--- config.mk ---
export PLATFORM = sky130hd
export DESIGN_NAME = softermax
export DESIGN_NICKNAME = d
export VERILOG_FILES = /design/src/rtl/softermax_pkg.sv /design/src/rtl/softermax_div.sv /design/src/rtl/softermax.sv
export SDC_FILE = /design/constraint.sdc
export NUM_CORES = 1
export LEC_CHECK = 0
export BUFFER_PORTS_ARGS = -buffer_cell sky130_fd_sc_hd__buf_2
export CAP_MARGIN = 20
export CORE_MARGIN = 2
export CORE_UTILIZATION = 25
export CTS_CLUSTER_SIZE = 14
export DETAILED_ROUTE_END_ITERATION = 10
export GPL_TIMING_DRIVEN = 0
export HOLD_SLACK_MARGIN = 0.06
export PLACE_DENSITY = 0.41
export SLEW_MARGIN = 15
export SYNTH_ARGS = -nofsm -noshare
export SYNTH_HDL_FRONTEND = slang
export SYNTH_SLANG_ARGS = --single-unit
--- constraint.sdc ---
create_clock -name clk -period 33.7 [get_ports clk]
set_input_delay 5.055 -clock clk [delete_from_list [all_inputs] [get_ports clk]]
set_output_delay 5.055 -clock clk [all_outputs]
set_load 0.1 [all_outputs]
--- src/rtl/softermax_pkg.sv ---
// Shared types and fixed-point helpers for the streaming base-2 softmax.
package softermax_pkg;

  typedef enum logic [1:0] {
    S_IDLE  = 2'd0,
    S_ACCUM = 2'd1,
    S_NORM  = 2'd2,
    S_DONE  = 2'd3
  } state_e;

  localparam int EXP_FRAC      = 16;
  localparam int DEF_ROW_WIDTH = 8;

  // 2^(ipart + frac) for ipart <= 0, frac left-aligned; result is unsigned Q1.EXP_FRAC.
  function automatic logic [EXP_FRAC:0] pow2(input logic signed [31:0] ipart,
                                             input logic [EXP_FRAC-1:0] frac);
    if (ipart < -32'sd16) begin
      return '0;
    end else if (ipart > 32'sd0) begin
      return {1'b1, frac};
    end else begin
      return {1'b1, frac} >> (-ipart);
    end
  endfunction

  function automatic logic signed [31:0] ceil_int(input logic signed [31:0] x, input int fb);
    logic [31:0] mask;
    mask = (32'd1 << fb) - 32'd1;
    if (($unsigned(x) & mask) != 32'd0) begin
      return (x >>> fb) + 32'sd1;
    end else begin
      return x >>> fb;
    end
  endfunction

endpackage

--- src/rtl/softermax_div.sv ---
// Sequential restoring divider: one load cycle, then Q_W iterations, one quotient bit each.
module softermax_div
  import softermax_pkg::*;
#(
  parameter int NUM_W = 49,
  parameter int DEN_W = 32,
  parameter int Q_W   = 33
) (
  input  logic             clk_i,
  input  logic             rst_i,
  input  logic             start_i,
  input  logic [NUM_W-1:0] num_i,
  input  logic [DEN_W-1:0] den_i,
  output logic             busy_o,
  output logic             done_o,
  output logic [Q_W-1:0]   quot_o
);

  localparam int CW = $clog2(Q_W);
  localparam logic [CW-1:0] LAST_CNT = CW'(Q_W - 1);

  logic             busy_q;
  logic             done_q;
  logic [CW-1:0]    cnt_q;
  logic [DEN_W-1:0] rem_q;
  logic [DEN_W-1:0] den_q;
  logic [Q_W-1:0]   quot_q;
  logic [DEN_W:0]   shifted_s;
  logic [DEN_W:0]   trial_s;

  // Shift in the next numerator bit and trial-subtract; no borrow means the bit is 1.
  always_comb begin
    shifted_s = {rem_q, quot_q[Q_W-1]};
    trial_s   = shifted_s - {1'b0, den_q};
  end

  // The quotient register doubles as the low-numerator shift register.
  always_ff @(posedge clk_i or posedge rst_i) begin
    if (rst_i) begin
      busy_q <= 1'b0;
      done_q <= 1'b0;
      cnt_q  <= '0;
      rem_q  <= '0;
      den_q  <= '0;
      quot_q <= '0;
    end else begin
      done_q <= 1'b0;
      if (busy_q) begin
        rem_q  <= trial_s[DEN_W] ? shifted_s[DEN_W-1:0] : trial_s[DEN_W-1:0];
        quot_q <= {quot_q[Q_W-2:0], ~trial_s[DEN_W]};
        if (cnt_q == LAST_CNT) begin
          busy_q <= 1'b0;
          done_q <= 1'b1;
          cnt_q  <= '0;
        end else begin
          cnt_q <= cnt_q + CW'(1);
        end
      end else if (start_i) begin
        rem_q  <= DEN_W'(num_i[NUM_W-1:Q_W]);
        quot_q <= num_i[Q_W-1:0];
        den_q  <= den_i;
        cnt_q  <= '0;
        busy_q <= 1'b1;
      end
    end
  end

  assign busy_o = busy_q;
  assign done_o = done_q;
  assign quot_o = quot_q;

endmodule

--- src/rtl/softermax.sv ---
// Streaming base-2 softmax: online max/denominator accumulation, then per-element
// division into a randomly readable probability buffer.
module softermax
  import softermax_pkg::*;
#(
  parameter int DATA_SIZE  = 16,
  parameter int LARGE_SIZE = 32,
  parameter int ROW_WIDTH  = DEF_ROW_WIDTH,
  parameter int FRAC_BITS  = 8
) (
  input  logic                         clk,
  input  logic                         rst_n,
  input  logic                         input_valid,
  input  logic [DATA_SIZE-1:0]         input_vector,
  input  logic [$clog2(ROW_WIDTH)-1:0] read_addr,
  output logic                         norm_valid,
  output logic                         final_out_valid,
  output logic [LARGE_SIZE:0]          prob_buffer_out
);

  localparam int AW = $clog2(ROW_WIDTH);
  localparam int MW = DATA_SIZE - FRAC_BITS + 1;
  localparam int TW = DATA_SIZE + 2;
  localparam int EW = EXP_FRAC + 1;
  localparam int NW = EW + LARGE_SIZE;
  localparam logic [AW-1:0] LAST_IDX = AW'(ROW_WIDTH - 1);

  function automatic logic signed [MW-1:0] ceil_m(input logic signed [DATA_SIZE-1:0] x);
    return MW'(ceil_int(32'(x), FRAC_BITS));
  endfunction

  function automatic logic [EW-1:0] exp_of(input logic signed [DATA_SIZE-1:0] x,
                                           input logic signed [MW-1:0] m);
    logic signed [TW-1:0] t;
    logic signed [TW-1:0] ip;
    logic [EXP_FRAC-1:0]  fr;
    t  = TW'(x) - (TW'(m) <<< FRAC_BITS);
    ip = t >>> FRAC_BITS;
    fr = '0;
    fr[EXP_FRAC-1 -: FRAC_BITS] = t[FRAC_BITS-1:0];
    return pow2(32'(ip), fr);
  endfunction

  state_e                  state_q;
  logic [AW-1:0]           cnt_q;
  logic signed [MW-1:0]    m_q;
  logic [LARGE_SIZE-1:0]   d_q;
  logic [DATA_SIZE-1:0]    x_buf_q [ROW_WIDTH];
  logic [LARGE_SIZE:0]     prob_q  [ROW_WIDTH];
  logic                    norm_valid_q;
  logic                    final_q;
  logic                    first_q;
  logic [AW-1:0]           rd_idx_q;
  logic [AW-1:0]           wr_idx_q;

  logic                    accept_s;
  logic                    elem0_s;
  logic [AW-1:0]           slot_s;
  logic signed [MW-1:0]    ceil_x_s;
  logic signed [MW-1:0]    m_new_d;
  logic signed [MW:0]      shift_s;
  logic [EW-1:0]           e_in_s;
  logic [LARGE_SIZE-1:0]   d_new_d;
  logic [EW-1:0]           e_norm_s;
  logic                    div_start_s;
  logic                    div_busy_s;
  logic                    div_done_s;
  logic [LARGE_SIZE:0]     div_quot_s;

  // Running-max update and renormalised denominator for the element on the input.
  always_comb begin
    accept_s = input_valid && (state_q != S_NORM);
    elem0_s  = (state_q == S_IDLE) || (state_q == S_DONE);
    slot_s   = elem0_s ? '0 : cnt_q;
    ceil_x_s = ceil_m(input_vector);
    m_new_d  = (elem0_s || (ceil_x_s > m_q)) ? ceil_x_s : m_q;
    shift_s  = (MW+1)'(m_new_d) - (MW+1)'(m_q);
    e_in_s   = exp_of(input_vector, m_new_d);
    if (elem0_s) begin
      d_new_d = LARGE_SIZE'(e_in_s);
    end else if (shift_s >= (MW+1)'(LARGE_SIZE)) begin
      d_new_d = LARGE_SIZE'(e_in_s);
    end else begin
      d_new_d = (d_q >> shift_s) + LARGE_SIZE'(e_in_s);
    end
    e_norm_s    = exp_of(x_buf_q[rd_idx_q], m_q);
    div_start_s = (state_q == S_NORM) && !div_busy_s &&
                  (first_q || (div_done_s && (wr_idx_q != LAST_IDX)));
  end

  softermax_div #(
    .NUM_W (NW),
    .DEN_W (LARGE_SIZE),
    .Q_W   (LARGE_SIZE + 1)
  ) u_div (
    .clk_i   (clk),
    .rst_i   (rst_n),
    .start_i (div_start_s),
    .num_i   ({e_norm_s, {LARGE_SIZE{1'b0}}}),
    .den_i   (d_q),
    .busy_o  (div_busy_s),
    .done_o  (div_done_s),
    .quot_o  (div_quot_s)
  );

  // Row FSM: accumulate, then feed the divider one element at a time and collect quotients.
  always_ff @(posedge clk or posedge rst_n) begin
    if (rst_n) begin
      state_q      <= S_IDLE;
      cnt_q        <= '0;
      m_q          <= '0;
      d_q          <= '0;
      norm_valid_q <= 1'b0;
      final_q      <= 1'b0;
      first_q      <= 1'b0;
      rd_idx_q     <= '0;
      wr_idx_q     <= '0;
      for (int i = 0; i < ROW_WIDTH; i++) begin
        x_buf_q[i] <= '0;
        prob_q[i]  <= '0;
      end
    end else begin
      final_q <= 1'b0;
      case (state_q)
        S_IDLE, S_ACCUM, S_DONE: begin
          if (accept_s) begin
            x_buf_q[slot_s] <= input_vector;
            m_q             <= m_new_d;
            d_q             <= d_new_d;
            norm_valid_q    <= 1'b0;
            cnt_q           <= slot_s + AW'(1);
            if (slot_s == LAST_IDX) begin
              state_q  <= S_NORM;
              first_q  <= 1'b1;
              rd_idx_q <= '0;
            end else begin
              state_q <= S_ACCUM;
            end
          end
        end
        S_NORM: begin
          if (div_start_s) begin
            rd_idx_q <= rd_idx_q + AW'(1);
            wr_idx_q <= rd_idx_q;
            first_q  <= 1'b0;
          end
          if (div_done_s) begin
            prob_q[wr_idx_q] <= div_quot_s;
            if (wr_idx_q == LAST_IDX) begin
              state_q      <= S_DONE;
              norm_valid_q <= 1'b1;
              final_q      <= 1'b1;
            end
          end
        end
        default: state_q <= S_IDLE;
      endcase
    end
  end

  assign norm_valid      = norm_valid_q;
  assign final_out_valid = final_q;
  assign prob_buffer_out = prob_q[read_addr];

endmodule

After elaboration in Yosys (flattened, before gate mapping)
Cells that the tools add are included.
Storage, ports and cells
  memories kept: 0
  word-level logic and storage cells: 150
  RAM bits: 0
  memory bits (read-only): 0
  bits in latches: 0
  bits of input ports: 22
  output and inout port bits: 35
  register bits after elaboration: 552
Operators by class
  bitwise logic cells: 6
  div/mod/pow operators: 0
  reduce and logical (&&, ||, !) cells: 20
  multiplexer cells: 54
  $mul: 0
  add/subtract/negate cells: 11
  shift operators: 3
  magnitude comparators: 12
  equal/unequal tests: 13
Operators with widths (count)
  $bwmux 264: 1
  $mux 33: 5
  $mux 32: 5
  $bwmux 128: 1
  $bmux 33 s3: 1
  $demux 33 s3: 1
  $mux 17: 4
  $neg 10->32: 2
  $shr 17x32->17: 2
  $bmux 16 s3: 1
  $demux 16 s3: 1
  $mux 16: 3
  $sub 16x17->18: 2
  $sub 33x32->33: 1
  $add 32x17->32: 1
  $reduce_bool 32->1: 1
  $shr 32x10->32: 1
  $gt 10x1->1 const B: 2
  $lt 10x5->1 const B: 2
  $mux 6: 3
  $mux 9: 2
  $ge 4x4->1 const B: 4
  $not 3->4: 4
  $mux 1: 14
  28 further kinds: 55

Depth between registers and ports, before layout
  depth after elaboration: 13
  mapped depth: 52
  mapped depth without buffers: 47

Cells and area by module
From an unflattened synthesis, not the netlist that was laid out.
Second synthesis, totals
  cells, all modules: 3054
  area, all modules: 33215.6 um^2
Modules (own cells, without submodules)
  softermax: sequential area each 11185.7 um^2, cells each 2329, instances 1, area an instance 26743.1 um^2
  softermax_div: sequential area each 2627.5 um^2, cells each 725, instances 1, area an instance 6472.5 um^2

Worst setup path after synthesis
Ideal clock, no wire load.
  kind: input-to-reg
  start: in input_vector[4]
  end: reg d_q[30]
  stages on the path: 50
  required time: 33.567 ns
  setup time: 0.133 ns
  data arrival time: 15.276 ns
  setup slack: 18.291 ns
  path buffers: 5
  cells stage by stage: or4_1 > or2_1 > buf_6 > nand2_1 > nor2_1 > nand4_1 > xnor2_1 > ha_1 > a21oi_1 > o21ai_0 > a21o_1 > nor2_1 > clkbuf_1 > clkbuf_1 > a21oi_1 > inv_1 > ha_1 > inv_1 > [... 14 more ...] > o211a_1 > ha_1 > inv_1 > fa_1 > nor2b_1 > o21ai_0 > a21oi_1 > o21ai_0 > a21boi_0 > o21ai_0 > a21o_1 > a21o_1 > o311a_1 > or4_1 > clkbuf_1 > nor4_1 > xor2_1 > o21ai_0
On the way
  cells in the longest elaborated chain, start to end: 13
  elaborated cells on any way between the ends: 18
  classes of those cells: add/sub: 4; order compare: 4; shift: 2; mux: 6; reduce/logical: 2
Ends and longest elaborated chain
  start: declaration: line softermax.sv:14  | input logic [DATA_SIZE-1:0] input_vector,
  $reduce_bool 32->1 (*): line softermax_pkg.sv:29  | if (($unsigned(x) & mask) != 32'd0) begin
  $mux 9 (*): line softermax_pkg.sv:29
  $gt 9x9->1: line softermax.sv:76  | m_new_d = (elem0_s || (ceil_x_s > m_q)) ? ceil_x_s : m_q;
  $logic_or 1x1->1: line softermax.sv:76
  $mux 9 (*): line softermax.sv:76
  named net m_new_d[0]: line softermax.sv:60  | logic signed [MW-1:0] m_new_d;
  $sub 16x17->18: line softermax.sv:37  | t = TW'(x) - (TW'(m) <<< FRAC_BITS);
  $neg 10->32: line softermax_pkg.sv:22  | return {1'b1, frac} >> (-ipart);
  $shr 17x32->17: line softermax_pkg.sv:22
  $mux 17: line softermax_pkg.sv:19  | end else if (ipart > 32'sd0) begin
  $mux 17: line softermax_pkg.sv:17  | if (ipart < -32'sd16) begin
  $add 32x17->32: line softermax.sv:84  | d_new_d = (d_q >> shift_s) + LARGE_SIZE'(e_in_s);
  $mux 32 (*): line softermax.sv:81  | end else if (shift_s >= (MW+1)'(LARGE_SIZE)) begin
  $mux 32 (*): line softermax.sv:79  | if (elem0_s) begin
  end signal: assignment: line softermax.sv:129  | d_q <= d_new_d;
  end: declaration: line softermax.sv:47  | logic [LARGE_SIZE-1:0] d_q;
Mark *: on every way through the listed nets, which the timed path passes. The rest lies on a longest branch.
A chain may end at the register's enable or synchronous reset.

Worst setup path after layout
  start: in input_vector[10]
  end: reg d_q[24]
On the way
  cells in the longest elaborated chain, start to end: 13
  elaborated cells on any way between the ends: 18
  classes of those cells: add/sub: 5; order compare: 4; shift: 2; mux: 6; reduce/logical: 1
Ends and longest elaborated chain
  $add 8x2->9: line softermax_pkg.sv:30  | return (x >>> fb) + 32'sd1;
  $mux 9 (*): line softermax_pkg.sv:29
  $gt 9x9->1 (*): line softermax.sv:76
  $logic_or 1x1->1 (*): line softermax.sv:76
  $mux 9 (*): line softermax.sv:76
  named net m_new_d[0]: line softermax.sv:60
  $sub 16x17->18: line softermax.sv:37
  $neg 10->32: line softermax_pkg.sv:22
  $shr 17x32->17: line softermax_pkg.sv:22
  $mux 17: line softermax_pkg.sv:19
  $mux 17: line softermax_pkg.sv:17
  $add 32x17->32: line softermax.sv:84
  $mux 32 (*): line softermax.sv:81
  $mux 32 (*): line softermax.sv:79
Marks and branches as above.

==> parameters.txt <==
Parameter                              Value

Run status
  Run status    finished, final reports clean

Worst hold path
  Worst Hold Path EP    x_buf_q[72]$_DFFE_PP0P_
  Hold path start    x_buf_q[72]$_DFFE_PP0P_
  Path class of the lowest-slack min-delay path    flip-flop to flip-flop
  Worst Hold Depth    2

Worst setup path
  Startpoint types    primary input
  Slowest cell on the critical path    clkbuf_1
  Type of the worst setup path    primary input to flip-flop
  Required time worst endpoint    between 30 and 40 ns
  Reg2reg path depth    43
  CP max stage delay    0.55 ns
  Worst flop-to-flop path startpoint    m_q[1]$_DFFE_PP0P_
  Worst reg2reg path endpoint    d_q[24]$_DFFE_PP0P_
  Worst path most repeated cell    clkbuf_1
  Setup slack of the most critical reg-to-reg path    21.86 ns
  Critical Path AT    roughly 18 ns
  Top fanout value on the critical path    10
  Endpoint type of the worst setup path    flip-flop

CTS
  Worst-path clk slew    ~0.060 ns
  Maximum root-to-sink buffer count    3
  CTS root buffer    clkbuf_16
  Post-CTS setup-driven buffer insertion count    0
  Post_cts resized    0
  Number of levels in the clock H-tree    3
  Number of CTS-inserted buffers    70
  Clk sink count    552
  Hold-fix buffers, CTS    0
  TritonCTS clock tree    yes
  Clock Latency Late Sink    between 0.6 and 0.7 ns

Synth
  Total of flip-flops plus latches after synthesis    between 500 and 600
  Cell area after synthesis    about 32,000 µm²
  Ys Warns    0
  Number of instances in the synthesized netlist    2,979
  Average instance area after synthesis    roughly 11 µm²
  Number of synthesized flops with an enable pin    0
  Yosys cell types    88
  Post-synthesis cell type with the largest combined area    dfrtp_1
  Fraction of synthesized cell area taken by the top area cell type    0.426
  Main area contributors after synthesis    dfrtp_1 43%, mux2_2 15%, mux4_2 8.1%
  Top_reg_cell synth    dfrtp_1
  Sequential cell area fraction in the yosys report    0.426
  Share of async-settable or async-resettable flops after synthesis    1.00
  Mapped Nets    slightly above 3,000

Place
  Port bufs    just over 50
  Placed wire-length estimate after detailed placement    71.1 mm
  RD Place Congestion    0.847

Final layout
  Fill cell count    ~14,000
  Net count reported at finish    3,250
  Area occupied by multi-input gates    between 15,000 and 20,000 µm²
  Relative area change from synthesis to final layout    15.8%
  Register area    between 10,000 and 15,000 µm²
  Fraction of final layout cells with drive strength greater than 1    0.249

Die
  Starting utilization of the core area    0.251
  X dimension of the die    about 360 µm
  Die Height    around 360 µm
  Standard cell core area    129,000 µm²
  Count of standard-cell rows    between 100 and 150
  Area of the die    between 100,000 and 150,000 µm²
  Number of top-level design ports    between 50 and 60

GRT
  Number of antenna violations at the first check in global routing    2
  Via count of the first global-routing pass    24,341
  GRT Util Overall    0.149
  Pin count of the biggest net entering global routing    85
  First-pass GRT wire length    approximately 150 mm
  Grt total ovfl    0

Routing
  Average detailed-routed wire length per instance    20.1 µm
  Detailed Route WL    slightly below 100 mm
  Via count of the routed design    between 20,000 and 25,000
  Vias per cell    approximately 4.8
  DRC violations left    0
  Number of iterations in the first detailed-routing pass    5
  Starting DRC count in detailed routing    ~1,400
  Detail Route Antenna Nets    0

STA
  Number of pins exceeding their max-slew limit in the final report    0
  Fraction of the cycle the final worst path needs    0.520
  Fin crit period    17.52 ns
  Final hold viol count    0
  Sum Neg Setup Slack    0 ns
  Setup repair after global routing missed its margin    false
  Final Setup Violations    0
  Least-Margin Pin Slew    around 1.1 ns
  Post-Route Skew    between 0.03 and 0.04 ns
  Worst slew margin relative to its limit    0.296
  Peak clock frequency supported by timing    around 0.057 GHz

Job
  Number of max-cap violations    0
final cells by class:
cell class,count,area share
repair buffers,65,0.0141
well taps,1742,0.0581
inverters,101,0.0103
plain buffers,213,0.0247
clock inverters,15,0.00771
diodes,1,0.0000667
flip-flops and latches,552,0.368
multi-input cells,2113,0.461
clock buffers,105,0.0553
critical path, delay by kind of cell:
family                     cells  cell delay, ns
AOI/OAI and AO/OA             17            4.52
buffers and inverters         10            3.26
and+or+nand+nor               13            2.77
adders and majority gates      6            2.06
xor gates and xnor gates       2            0.36
through the flow:
stage | setup WS, ns | hold WS (ns) | instances | instance area [µm²] | util
6_report | 16.18 | 0.472 | 4907 | 37500 | 0.291
5_1_grt | 15.06 | 0.508 | 4906 | 37500 | 0.291
4_1_cts | 16.25 | 0.480 | 4902 | 37400 | 0.290
3_5_place_dp | 15.61 | 0.468 | 4782 | 35100 | 0.272
3_3_place_gp | 5.04 | 0.458 | 4772 | 34800 | 0.270
2_1_floorplan | 13.21 | 0.445 | 2979 | 32400 | -
worst max-delay path by stage:
stage	startpoint	slack (ns)	to
6_report	input_vector[10]	16.18	d_q[24]$_DFFE_PP0P_
5_1_grt	input_vector[10]	15.06	d_q[30]$_DFFE_PP0P_
4_1_cts	input_vector[10]	16.25	d_q[24]$_DFFE_PP0P_
3_5_place_dp	input_vector[10]	15.61	d_q[24]$_DFFE_PP0P_
3_3_place_gp	rst_n	5.04	prob_q[237]$_DFFE_PP0P_
2_1_floorplan	rst_n	13.21	cnt_q[0]$_DFFE_PP0P_
synthesized netlist by cell type (19+ instances only):
cell	n
mux4_2	117
a31oi_1	22
nand2b_1	26
clkbuf_1	154
xnor2_1	57
o211ai_1	19
nor2_1	154
xor2_1	25
inv_1	96
mux2i_1	48
nand2_1	329
a21oi_1	94
a22oi_1	20
o21ai_0	209
dfrtp_1	552
nand3_1	56
a21o_1	20
buf_4	27
buf_1	22
mux2_2	434
nor3_1	37
ha_1	108
nor2b_1	33
nand4_1	21
state kept, by name, summed over array words and instances, names as in the netlist:
signal / cells
prob_q: 264
cnt_q: 3
u_div.cnt_q: 6
wr_idx_q: 3
u_div.quot_o: 33
norm_valid: 1
first_q: 1
u_div.rem_q: 32
u_div.busy_o: 1
rd_idx_q: 3
final_out_valid: 1
u_div.den_q: 32
x_buf_q: 128
m_q: 9
state_q: 2
u_div.done_o: 1
d_q: 32
placed cells by master (no fill, tap or decap), drive strengths merged, types with 12 or more instances in the layout:
cell type / count
and2: 15
dfrtp: 552
nand2: 329
clkinv: 12
o31ai: 14
or2: 15
ha: 108
a22oi: 20
a21oi: 95
nor2b: 33
nor4: 12
nand3: 56
mux2: 434
mux4: 117
xnor2: 57
o22ai: 13
a31oi: 22
mux2i: 48
inv: 98
a211oi: 21
nand4: 22
o211ai: 19
buf: 119
xor2: 25
o21a: 12
o21ai: 213
nand2b: 26
a21boi: 13
a21o: 20
clkbuf: 263
nor3: 37
and3: 17
nor2: 154
cell families after synthesis:
kind of cell	Yosys count	share of synthesized area
buf+inv	314	0.0403
flops	552	0.426
xor+xnor	83	0.0229
fa+ha+maj	114	0.0448
simple gates	759	0.108
compound gates	558	0.110
mux	599	0.247
metal layers:
layer	GRT usage	wire length, µm	up-vias
met2	0.246	45900	403
met5	0	9	-
met3	0.0197	2960	132
met1	0.206	47400	11917
met4	0.0381	2310	2
li1	-	-	11107
Power is left out: the tool's default activity adds up to more than one toggle a clock period on the data nets, which glitch-free logic cannot reach.
